`src/rtl/fp_round_pipe.sv`:
```
// fp_round_pipe: two-stage IEEE-754 rounding pipeline.
//
// S1 decodes the unrounded operand and registers the increment decision for the selected
// rounding mode. S2 applies the increment, handles mantissa carry-out into the exponent
// (including overflow to infinity) and registers the result with its tag and flags.
//
// Ports:
//   clk, rst            clock; synchronous active-high reset
//   in_valid/in_ready   input handshake (in_ready = global advance enable)
//   in_data             {sign, exponent, mantissa}, unrounded
//   in_grs              {guard, round, sticky}
//   in_mode             000 RNE, 001 RTZ, 010 RUP, 011 RDN, 100 RMM, others RNE
//   in_tag              opaque sideband carried with the result
//   out_valid/out_ready output handshake
//   out_data            rounded result
//   out_tag             tag of this result
//   out_flags           {overflow, underflow, inexact}
//
// Build option: define FP_ROUND_FLAGS_EN to compute out_flags. When undefined, the flag
// logic is absent and out_flags is tied to 000.
module fp_round_pipe #(
  parameter int unsigned EXP_W = 8,
  parameter int unsigned MAN_W = 23,
  parameter int unsigned TAG_W = 4,
  localparam int unsigned D_LEN = 1 + EXP_W + MAN_W
) (
  input  logic             clk,
  input  logic             rst,
  input  logic             in_valid,
  output logic             in_ready,
  input  logic [D_LEN-1:0] in_data,
  input  logic [2:0]       in_grs,
  input  logic [2:0]       in_mode,
  input  logic [TAG_W-1:0] in_tag,
  output logic             out_valid,
  input  logic             out_ready,
  output logic [D_LEN-1:0] out_data,
  output logic [TAG_W-1:0] out_tag,
  output logic [2:0]       out_flags
);

  localparam logic [EXP_W-1:0] ExpMax   = {EXP_W{1'b1}};
  localparam logic [EXP_W-1:0] ExpMaxM1 = {{(EXP_W-1){1'b1}}, 1'b0};

  logic en;
  assign en       = !out_valid || out_ready;
  assign in_ready = en;

  // Input decode and increment decision
  logic             in_sign;
  logic [EXP_W-1:0] in_exp;
  logic [MAN_W-1:0] in_man;
  logic             in_inexact;
  logic             in_inc;

  assign in_sign    = in_data[D_LEN-1];
  assign in_exp     = in_data[MAN_W +: EXP_W];
  assign in_man     = in_data[MAN_W-1:0];
  assign in_inexact = |in_grs;

  always_comb begin
    in_inc = 1'b0;
    case (in_mode)
      3'b001:  in_inc = 1'b0;
      3'b010:  in_inc = !in_sign && in_inexact;
      3'b011:  in_inc = in_sign && in_inexact;
      3'b100:  in_inc = in_grs[2];
      default: in_inc = in_grs[2] && (in_grs[1] || in_grs[0] || in_man[0]);
    endcase
  end

  // S1 registers
  logic             s1_valid_q;
  logic             s1_sign_q;
  logic [EXP_W-1:0] s1_exp_q;
  logic [MAN_W-1:0] s1_man_q;
  logic [TAG_W-1:0] s1_tag_q;
  logic             s1_special_q;
  logic             s1_inc_q;

  always_ff @(posedge clk) begin
    if (rst) begin
      s1_valid_q   <= 1'b0;
      s1_sign_q    <= 1'b0;
      s1_exp_q     <= '0;
      s1_man_q     <= '0;
      s1_tag_q     <= '0;
      s1_special_q <= 1'b0;
      s1_inc_q     <= 1'b0;
    end else if (en) begin
      s1_valid_q   <= in_valid;
      s1_sign_q    <= in_sign;
      s1_exp_q     <= in_exp;
      s1_man_q     <= in_man;
      s1_tag_q     <= in_tag;
      s1_special_q <= (in_exp == ExpMax);
      s1_inc_q     <= in_inc;
    end
  end

  // S2 rounding
  logic [MAN_W:0]   man_inc;
  logic             carry;
  logic [EXP_W-1:0] res_exp;
  logic [MAN_W-1:0] res_man;

  always_comb begin
    man_inc = {1'b0, s1_man_q} + {{MAN_W{1'b0}}, s1_inc_q};
    carry   = man_inc[MAN_W];
    res_exp = s1_exp_q;
    res_man = man_inc[MAN_W-1:0];
    if (s1_special_q) begin
      // Inf/NaN pass through untouched whatever the rounding bits say
      res_man = s1_man_q;
    end else if (carry) begin
      res_man = '0;
      // Largest finite exponent rounds up to infinity; exp 0 carries into the normal range
      if (s1_exp_q == ExpMaxM1) res_exp = ExpMax;
      else                      res_exp = s1_exp_q + 1'b1;
    end
  end

  // S2 registers
  logic             out_valid_q;
  logic [D_LEN-1:0] out_data_q;
  logic [TAG_W-1:0] out_tag_q;

  always_ff @(posedge clk) begin
    if (rst) begin
      out_valid_q <= 1'b0;
      out_data_q  <= '0;
      out_tag_q   <= '0;
    end else if (en) begin
      out_valid_q <= s1_valid_q;
      out_data_q  <= {s1_sign_q, res_exp, res_man};
      out_tag_q   <= s1_tag_q;
    end
  end

  assign out_valid = out_valid_q;
  assign out_data  = out_data_q;
  assign out_tag   = out_tag_q;

`ifdef FP_ROUND_FLAGS_EN
  logic       s1_inexact_q;
  logic [2:0] flags_d;
  logic [2:0] flags_q;

  always_ff @(posedge clk) begin
    if (rst)     s1_inexact_q <= 1'b0;
    else if (en) s1_inexact_q <= in_inexact;
  end

  always_comb begin
    flags_d    = 3'b000;
    flags_d[0] = s1_inexact_q && !s1_special_q;
    flags_d[2] = !s1_special_q && carry && (s1_exp_q == ExpMaxM1);
    // Tininess is judged after rounding
    flags_d[1] = flags_d[0] && (res_exp == '0);
  end

  always_ff @(posedge clk) begin
    if (rst)     flags_q <= 3'b000;
    else if (en) flags_q <= flags_d;
  end

  assign out_flags = flags_q;
`else
  assign out_flags = 3'b000;
`endif

endmodule

```
`config.mk`:
```
export PLATFORM = sky130hd
export DESIGN_NAME = fp_round_pipe
export DESIGN_NICKNAME = d
export VERILOG_FILES = /design/src/rtl/fp_round_pipe.sv
export SDC_FILE = /design/constraint.sdc
export NUM_CORES = 1
export LEC_CHECK = 0
export CORE_MARGIN = 5
export CORE_UTILIZATION = 40
export DETAILED_ROUTE_END_ITERATION = 6
export GPL_TIMING_DRIVEN = 0
export PLACE_DENSITY_LB_ADDON = 0.1
export SLEW_MARGIN = 20
export SYNTH_ARGS = -nofsm -noshare
export SYNTH_HDL_FRONTEND = slang
export SYNTH_SLANG_ARGS = --single-unit
```
`constraint.sdc`:
```
create_clock -name clk -period 2.3 [get_ports clk]
set_clock_uncertainty 0.1 [all_clocks]
set_input_delay 0.23 -clock clk [delete_from_list [all_inputs] [get_ports clk]]
set_output_delay 0.23 -clock clk [all_outputs]
set_load 0.01 [all_outputs]
```
==> results of run 1 <==
## critical path, delay by kind of cell, from the launching register on
kind | cells | cell delay [ns]
compound gates | 1 | 0.11
simple gates | 4 | 0.91
buf+inv | 2 | 0.37
flops | 1 | 0.42
## cells in the final DEF, fill, tap and decap left out, drive strengths merged, types with 2 or more instances in the layout
cell type      count
and4               4
nor2b              3
nand2            115
a211oi            13
nand3              8
nand4             12
a21oi             46
and3               4
nor4               6
clkinv             2
conb               3
bufinv             3
nor3               4
buf                8
clkdlybuf4s50     81
and2               6
dfxtp             76
nand3b             2
xnor2             14
clkbuf            29
ha                 4
o21ai             17
nor2              27
inv                5
xor2              15
## cell families (layout without fill, tap and decap cells)
family,count (synthesis),in the layout,share of synthesized area (%)
AND/OR/NAND/NOR,196,196,27.0
AO/OA/AOI/OAI,81,81,13.3
flip-flops,76,76,44.8
buffers and inverters,34,130,5.72
XOR/XNOR,29,29,7.49
adder cells (fa/ha/maj),4,4,1.47
other,1,3,0.111
## registers in the layout, summed over array words and instances, names as in the netlist
signal,count
out_data,32
s1_special_q,1
s1_man_q,23
s1_inc_q,1
s1_sign_q,1
out_tag,4
s1_exp_q,8
s1_valid_q,1
s1_tag_q,4
out_valid,1
## final cells by class
type	instances	share of cell area, %
Multi-Input combinational cell	313	36.7
Sequential cell	76	33.1
Timing Repair Buffer	82	17.9
Buffer	27	3.65
Clock buffer	10	2.99
Tap cell	105	2.86
Clock inverter	5	2.18
Inverter	6	0.572
## per-stage QoR
step                      area [um^2]  hold WS [ns]  TNS (ns)
after floorplan                  3400         0.270         0
after global placement           4350         0.336    -0.212
after detailed placement         4350         0.344    -0.242
after CTS                        4590         0.166         0
after global routing             4600         0.196         0
final                            4600         0.179         0
## power by group through the flow
stage	clock network (uW)	registers (uW)	logic (uW)
after floorplan	0	1490	156
after global placement	0	1490	359
after detailed placement	0	1490	363
after CTS	1250	1460	365
after global routing	1300	1470	399
final	1220	1460	361
## per-layer routing
| layer | GRT usage (%) | vias up | wire length, um |
|---|---|---|---|
| li1 | - | 1602 | - |
| met3 | 3.82 | 14 | 444 |
| met2 | 29.0 | 66 | 4190 |
| met1 | 22.4 | 1410 | 4080 |
| met4 | 6.46 | 0 | 141 |
| met5 | 0 | - | 0 |
## path summary, 6_finish.rpt
path	slack (ns)	cells past startpoint	start	to
max	0.25	7	s1_man_q[13]$_SDFFE_PP0P_	out_data[10]$_SDFFE_PP0P_
min reg2reg	0.35	2	out_tag[1]$_SDFFE_PP0P_	out_tag[1]$_SDFFE_PP0P_
min	0.18	3	rst	out_data[24]$_SDFFE_PP0P_
max reg2reg	0.25	7	s1_man_q[13]$_SDFFE_PP0P_	out_data[10]$_SDFFE_PP0P_
==> results.cfg, run 1 <==
[sta]
min_period_ns = 2.05
timing.final.crit_share_pct = 89.3
finalHoldViolCount = 0
worst_slack_ns = 0.246
fmax_mhz = 487
rsz0062_at_grt = false
tightestPinTransition_ns = 0.601
finalMaxSlewViolations = 0
relSlewSlack_pct = 59.9
setup_violations = 0

[route]
post_drt_wl_per_cell_um = 14.2
drt_iter0_drc = 120
drc = 0
ant_nets = 0
viasPerCell = 4.96
drt-pass1-iter-count = 4
wirelength_um = 8850
num_vias = 3092

[synth]
ys_seq_area_share_pct = 44.8
ys.warnings.count = 0
async_flop_share_pct = 0
yosysMostFrequentCell = nand2_1
yosys-top-cells-count = nand2_1, dfxtp_1, a21oi_1, nor2_1, o21ai_0
synth_area_leaders = dfxtp_1, nand2_1, a21oi_1, xor2_1, xnor2_1
yosysUniqueCellTypes = 42
synth.largest_area_cell = dfxtp_1
yosys_most_used_dff = dfxtp_1
avgSynthCellArea_um2 = 8.06
synth_edf_count = 0
syn_area_um2 = 3390
syn_inst = 421
synth_seq_cells = 76
yosys.area.top_type_share_pct = 44.8

[power_and_ir_drop]
power_switching_uw = 701
power_frac_seq_pct = 48.0
clkPwrFrac_pct = 40.1
peakVddDrop_mv = 0.320
cellPowerDensity_nw_per_um2 = 661
p_sw_share_pct = 23.1
pwr-share-comb_pct = 11.9
cell_internal_pwr_uw = 2340
p_leak_uw = 0.00174
p_total_uw = 3040

[grt]
antenna_found_initial = 0
grt_usage_pct = 17.5
grt_pass1_vias = 3065
grt-ovfl-total = 0
grt_max_degree = 15
grt_pass1_wl_um = 14300

[floorplanning]
core_area_um2 = 8260
initial_core_util_pct = 41.1
dieArea_um2 = 10400
io_pins = 87
die_w_um = 102
rows = 33
die_h_um = 102

[layout]
fin_cells = 624
nFillCells = 809
multi_input_area_um2 = 1690
final_core_util_pct = 55.7
regArea_um2 = 1520
drive_gt1_share_pct = 7.51
nNetsFinal = 565
diodes = 0
syn2layout_area_growth_pct = 35.4

[placement]
io_buffers = 82
preCtsSetupSlack_ns = -0.242
dpl.cell_count = 610
dpl.hpwl_um = 6650
gp_congestion = 0.820

[critical_path]
cp_cell_sequence = and3_1 -> buf_4 -> and4_2 -> nand4_1 -> nand2_1 -> clkbuf_2 -> o21ai_0
critPathSlowestCell = dfxtp_1
worst-path-max-fanout = 10
path_class = reg -> reg
cp_data_required_time_ns = 2.42
slowest_delay_ns = 0.42
arrival_ns = 2.18
end_kind = flip-flop
cp-start-kind = flip-flop

[cts]
ctsHoldBuffers = 0
h-tree-depth = 3
cts.sinks = 76
path_clk_slew_ns = 0.08
post_cts_resized = 1
cts_buffers = 9
cts_setup_buffers = 0
root_buffer = clkbuf_8
max-clock-path-buffers = 2
clk_latency_ns = 0.35
cts_tree = yes

[flow_run]
cap_violations = 0

[outcome]
outcome = completed

[hold_path]
hold_class = in -> reg
Power figures use the tool's default switching activity.
==> run 2, diff against run 1 <==
--- a/config.mk
+++ b/config.mk
@@ -5,11 +5,13 @@
 export SDC_FILE = /design/constraint.sdc
 export NUM_CORES = 1
 export LEC_CHECK = 0
+export ABC_AREA = 1
 export CORE_MARGIN = 5
 export CORE_UTILIZATION = 40
 export DETAILED_ROUTE_END_ITERATION = 6
 export GPL_TIMING_DRIVEN = 0
 export PLACE_DENSITY_LB_ADDON = 0.1
+export SKIP_LAST_GASP = 1
 export SLEW_MARGIN = 20
 export SYNTH_ARGS = -nofsm -noshare
 export SYNTH_HDL_FRONTEND = slang
==> run 2 against run 1 <==
Against the previous run:
- synthesized cell count grew 24%
- hold slack lost 0.026 ns
- non-clock buffer count shrank 1
- global-route usage grew 1.3 points
- cell area grew 4.1%
- core utilization shrank 1.1 points
- sequential power is essentially flat
- area after synthesis grew 6.7%
- register-to-register slack gained 0.19 ns
- via count grew 19%
==> results.cfg, run 2 <==
[critical_path]
cp_cell_sequence = inv_1 -> nor2_2 -> clkinv_2 -> clkdlybuf4s50_1
worst-path-max-fanout = 18
arrival_ns = 1.84
end_kind = output port
path_class = reg -> out
crit_buf_inv = 3
slowest_delay_ns = 0.56
r2r_end = out_data[13]$_SDFFE_PP0P_
endpoint = in_ready
rrSetupSlack_ns = 0.44
cp_top_family = buffers and inverters
cp-startpoint = out_valid$_SDFFE_PP0P_
cp_data_required_time_ns = 1.97
critPathSlowestCell = clkdlybuf4s50_1
cp-start-kind = flip-flop
crit-reg2reg-launch = s1_special_q$_SDFFE_PP0P_
reg2reg_depth = 6
critical_path_cell_count = 4

[grt]
grt-ovfl-total = 0
grt_usage_pct = 18.8
antenna_found_initial = 0
grt_pass1_vias = 3560
grt_pass1_wl_um = 17000
grt_max_degree = 19

[sta]
tightestPinTransition_ns = 0.584
min_period_ns = 2.17
setup_violations = 0
rsz0062_at_grt = false
fmax_mhz = 460
finalHoldViolCount = 0
relSlewSlack_pct = 61.1
finalMaxSlewViolations = 0
timing.final.crit_share_pct = 94.5
finalSetupTns_ns = 0
holdWs_ns = 0.153

[cts]
ctsHoldBuffers = 0
clk_latency_ns = 0.36
root_buffer = clkbuf_8
cts_buffers = 9
max-clock-path-buffers = 2
h-tree-depth = 3
cts_setup_buffers = 0
cts.sinks = 76
path_clk_slew_ns = 0.08
cts_tree = yes

[synth]
yosysUniqueCellTypes = 37
synth.largest_area_cell = dfxtp_1
avgSynthCellArea_um2 = 6.95
ys.warnings.count = 0
ys_seq_area_share_pct = 42.0
synth_seq_cells = 76
syn_inst = 521
async_flop_share_pct = 0
synth_area_leaders = dfxtp_1, nand2_1, nor2_1, o21ai_0, a21oi_1
synth_edf_count = 0
syn_area_um2 = 3620
yosys-top-cells-count = nand2_1, nor2_1, dfxtp_1, o21ai_0, a21oi_1
yosysMostFrequentCell = nand2_1
yosys.area.top_type_share_pct = 42.0
yosys_most_used_dff = dfxtp_1

[layout]
diodes = 0
most-common-layout-cells = nand2_1, clkdlybuf4s50_1, nor2_1
nFillCells = 914
multi_input_area_um2 = 1820
nNetsFinal = 665
syn2layout_area_growth_pct = 32.1
regArea_um2 = 1520
drive_gt1_share_pct = 7.42
largest_register_ff_count = 32
layout_commonest_cell = nand2_1

[route]
wirelength_um = 10200
post_drt_wl_per_cell_um = 14.0
drt-met1-wl_um = 4750
drt-pass1-iter-count = 5
drt_iter0_drc = 128
drc = 0
highest_layer = met4
wl_met2_um = 4740
viasPerCell = 5.05
num_vias = 3673
ant_nets = 0
wl_met3_um = 548

[floorplanning]
die_h_um = 105
die_w_um = 105
initial_core_util_pct = 41.3
core_area_um2 = 8760
dieArea_um2 = 11100
io_pins = 87
rows = 34

[power_and_ir_drop]
p_leak_uw = 0.00192
peakVddDrop_mv = 0.286
cellPowerDensity_nw_per_um2 = 616

[hold_path]
hold_class = in -> reg

[flow_run]
cap_violations = 0

[placement]
io_buffers = 82
dpl.hpwl_um = 7740
gp_congestion = 0.897

[outcome]
outcome = completed
-- run 2: cell types whose count changed after synthesis, sizes merged, moves of 6 or more --
| cell | before | now |
|---|---|---|
| nor4 | 6 | 0 |
| nand3 | 8 | 46 |
| nand2 | 115 | 97 |
| a211oi | 13 | 0 |
| nor2 | 27 | 91 |
| xor2 | 15 | 4 |
| inv | 6 | 43 |
| xnor2 | 14 | 1 |
| and2 | 6 | 0 |
| o21ai | 17 | 55 |
-- run 2: where the power goes --
part	switching, uW	internal [uW]	total (uW)
combinational	205	217	423
sequential	70.2	1400	1470
clock	524	529	1050
-- run 2: metal layers --
layer  global-route usage [%]  vias up
met5                        0        -
met4                     6.85        0
met3                     3.02       15
met2                     31.9       94
met1                     24.1     1675
li1                         -     1889
-- run 2: worst min path at each step --
stage / start / cells after the start / slack, ns / endpoint
2_1_floorplan: in_data[31] / 2 / 0.26 / s1_sign_q$_SDFFE_PP0P_
3_3_place_gp: s1_valid_q$_SDFFE_PP0P_ / 2 / 0.35 / s1_valid_q$_SDFFE_PP0P_
3_5_place_dp: out_data[10]$_SDFFE_PP0P_ / 2 / 0.35 / out_data[10]$_SDFFE_PP0P_
4_1_cts: rst / 2 / 0.16 / s1_exp_q[0]$_SDFFE_PP0P_
5_1_grt: rst / 2 / 0.20 / s1_exp_q[0]$_SDFFE_PP0P_
6_report: rst / 2 / 0.15 / s1_exp_q[0]$_SDFFE_PP0P_
-- run 2: stage by stage --
step | utilization (%) | worst slack, ns | cell area, um^2 | std cells | total power, uW
detailed placement | 52.3 | -0.0744 | 4590 | 713 | 1930
finish | 54.6 | 0.127 | 4780 | 728 | 2950
global placement | 52.3 | -0.0928 | 4590 | 713 | 1920
global route | 54.6 | 0.00323 | 4780 | 728 | 3080
floorplan | - | 0.675 | 3630 | 523 | 1700
CTS | 54.6 | 0.122 | 4780 | 728 | 2960
-- run 2: timing repair --
| action | CTS | global route |
|---|---|---|
| endpoints found under the setup margin | 1 | 0 |
| hold endpoints to repair | 0 | 0 |
| gates resized for setup | 1 | 0 |
-- run 2: final cells by class --
| type | count | area share, % |
|---|---|---|
| timing repair buffer | 82 | 17.2 |
| sequential | 76 | 31.8 |
| clock buffer | 10 | 2.88 |
| tap | 108 | 2.82 |
| clock inverter | 6 | 1.33 |
| buffer | 26 | 2.54 |
| multi-input combinational | 376 | 38.0 |
| inverter | 44 | 3.48 |
-- run 2: cells by family (layout without fill, tap and decap cells) --
family                     count (synthesis)  in the layout  share of synthesized area [%]
DFF                                       76             76                           42.0
adders and majority gates                  4              4                           1.38
buffers and inverters                     71            168                           8.01
xor gates and xnor gates                   5              5                           1.21
and+or+nand+nor                          253            253                           31.2
AOI/OAI and AO/OA                        111            111                           16.1
other                                      1              3                          0.104
==> run 3, diff against run 2 <==
--- a/config.mk
+++ b/config.mk
@@ -7,7 +7,7 @@
 export LEC_CHECK = 0
 export ABC_AREA = 1
 export CORE_MARGIN = 5
-export CORE_UTILIZATION = 40
+export CORE_UTILIZATION = 50
 export DETAILED_ROUTE_END_ITERATION = 6
 export GPL_TIMING_DRIVEN = 0
 export PLACE_DENSITY_LB_ADDON = 0.1
==> run 3 against run 2 <==
Against the previous run:
- via count up 1.2%
- power increased by 11%
- clock power grew 32%
- global-route usage is 5.3 points higher
- critical path type unchanged
- largest power group unchanged
- highest routed layer unchanged
==> results.cfg, run 3 (synthesis results as in run 2) <==
[outcome]
outcome = completed

[power_and_ir_drop]
peakVddDrop_mv = 0.316
cellPowerDensity_nw_per_um2 = 679
p_total_uw = 3290
p_leak_uw = 0.00195

[route]
ant_nets = 0
num_vias = 3717
drc = 0
post_drt_wl_per_cell_um = 14.5
viasPerCell = 5.18
wirelength_um = 10400
drt_iter0_drc = 151
drt-pass1-iter-count = 4

[placement]
placed_area_um2 = 4570
gp_congestion = 0.867
dpl.hpwl_um = 7810
io_buffers = 82

[layout]
fin_area_um2 = 4840
diodes = 0
most-common-layout-cells = nand2_1, clkdlybuf4s50_1, nor2_1
nFillCells = 652
regArea_um2 = 1520
layout_commonest_cell = nand2_1
syn2layout_area_growth_pct = 33.7
drive_gt1_share_pct = 7.27
nNetsFinal = 665
largest_register_ff_count = 32
multi_input_area_um2 = 1820

[grt]
grt_pass1_wl_um = 16900
antenna_found_initial = 0
grt-ovfl-total = 0
grt_usage_pct = 24.2
grt_pass1_vias = 3682
grt_max_degree = 19

[critical_path]
arrival_ns = 1.80
slowest_delay_ns = 0.56
end_kind = output port
cp-startpoint = out_valid$_SDFFE_PP0P_
path_class = reg -> out
cp_cell_sequence = inv_1 -> nor2_2 -> clkinv_2 -> clkdlybuf4s50_1
cp_data_required_time_ns = 1.97
worst-path-max-fanout = 18
crit-reg2reg-launch = s1_man_q[13]$_SDFFE_PP0P_
cp-start-kind = flip-flop
critPathSlowestCell = clkdlybuf4s50_1

[floorplanning]
core_area_um2 = 7140
die_h_um = 95.1
initial_core_util_pct = 50.8
dieArea_um2 = 9050
rows = 31
io_pins = 87
die_w_um = 95.1

[cts]
clk_latency_ns = 0.36
cts.sinks = 76
h-tree-depth = 3
path_clk_slew_ns = 0.08
max-clock-path-buffers = 2
cts_buffers = 9
cts_setup_buffers = 0
root_buffer = clkbuf_8
cts_tree = yes

[hold_path]
min_from = rst
hold_class = in -> reg

[sta]
rsz0062_at_grt = false
fmax_mhz = 470
setup_violations = 0
finalMaxSlewViolations = 0
tightestPinTransition_ns = 0.593
min_period_ns = 2.13
holdWs_ns = 0.183
timing.final.crit_share_pct = 92.5
finalHoldViolCount = 0
relSlewSlack_pct = 60.5
finalSetupTns_ns = 0

[flow_run]
cap_violations = 0
[run 3: path summary, 6_finish.rpt]
check,cells after the start,slack [ns],endpoint
worst min register to register,2,0.36,out_data[13]$_SDFFE_PP0P_
worst max-delay path,4,0.17,in_ready
worst min-delay path,2,0.18,out_data[2]$_SDFFE_PP0P_
worst max register to register,10,0.42,out_data[27]$_SDFFE_PP0P_
[run 3: per-stage QoR]
| step | instances | utilization [%] | setup slack (ns) |
|---|---|---|---|
| floorplan | 523 | - | 0.675 |
| global placement | 704 | 64.1 | -0.0519 |
| detailed placement | 704 | 64.1 | -0.0494 |
| finish | 718 | 67.9 | 0.173 |
| global route | 718 | 67.9 | 0.0424 |
| CTS | 718 | 67.9 | 0.163 |
[run 3: repair_timing]
action | in CTS | in global routing
gates resized for setup | 1 | 0
hold buffers | 0 | 0
setup endpoints to repair | 1 | 0
endpoints found under the hold margin | 0 | 0
[run 3: worst max-delay path: cells and delay by family, from the launching register on]
family        cells  cell delay [ns]
simple gates      1             0.20
flops             1             0.36
buf+inv           3             0.89
[run 3: metal layers]
layer	GRT usage [%]	vias to the layer above	part of all wire (%)
met5	0	-	0
met1	28.8	1705	44
li1	-	1885	-
met4	10.9	0	2.7
met2	41.5	103	48
met3	5.21	24	5.1
[run 3: layout make-up]
| cell class | instances | area share, % |
|---|---|---|
| Clock inverter | 4 | 2.48 |
| Buffer | 26 | 2.51 |
| Multi-Input combinational cell | 376 | 37.5 |
| Clock buffer | 11 | 3.13 |
| Sequential cell | 76 | 31.4 |
| Tap cell | 99 | 2.56 |
| Timing Repair Buffer | 82 | 16.9 |
| Inverter | 44 | 3.44 |
[run 3: report_power, final]
group	leakage [uW]	switching, uW	internal [uW]
Sequential	0.000629	71.2	1400
Clock	0.000136	502	885
Combinational	0.00119	208	217
Total	0.00195	782	2510
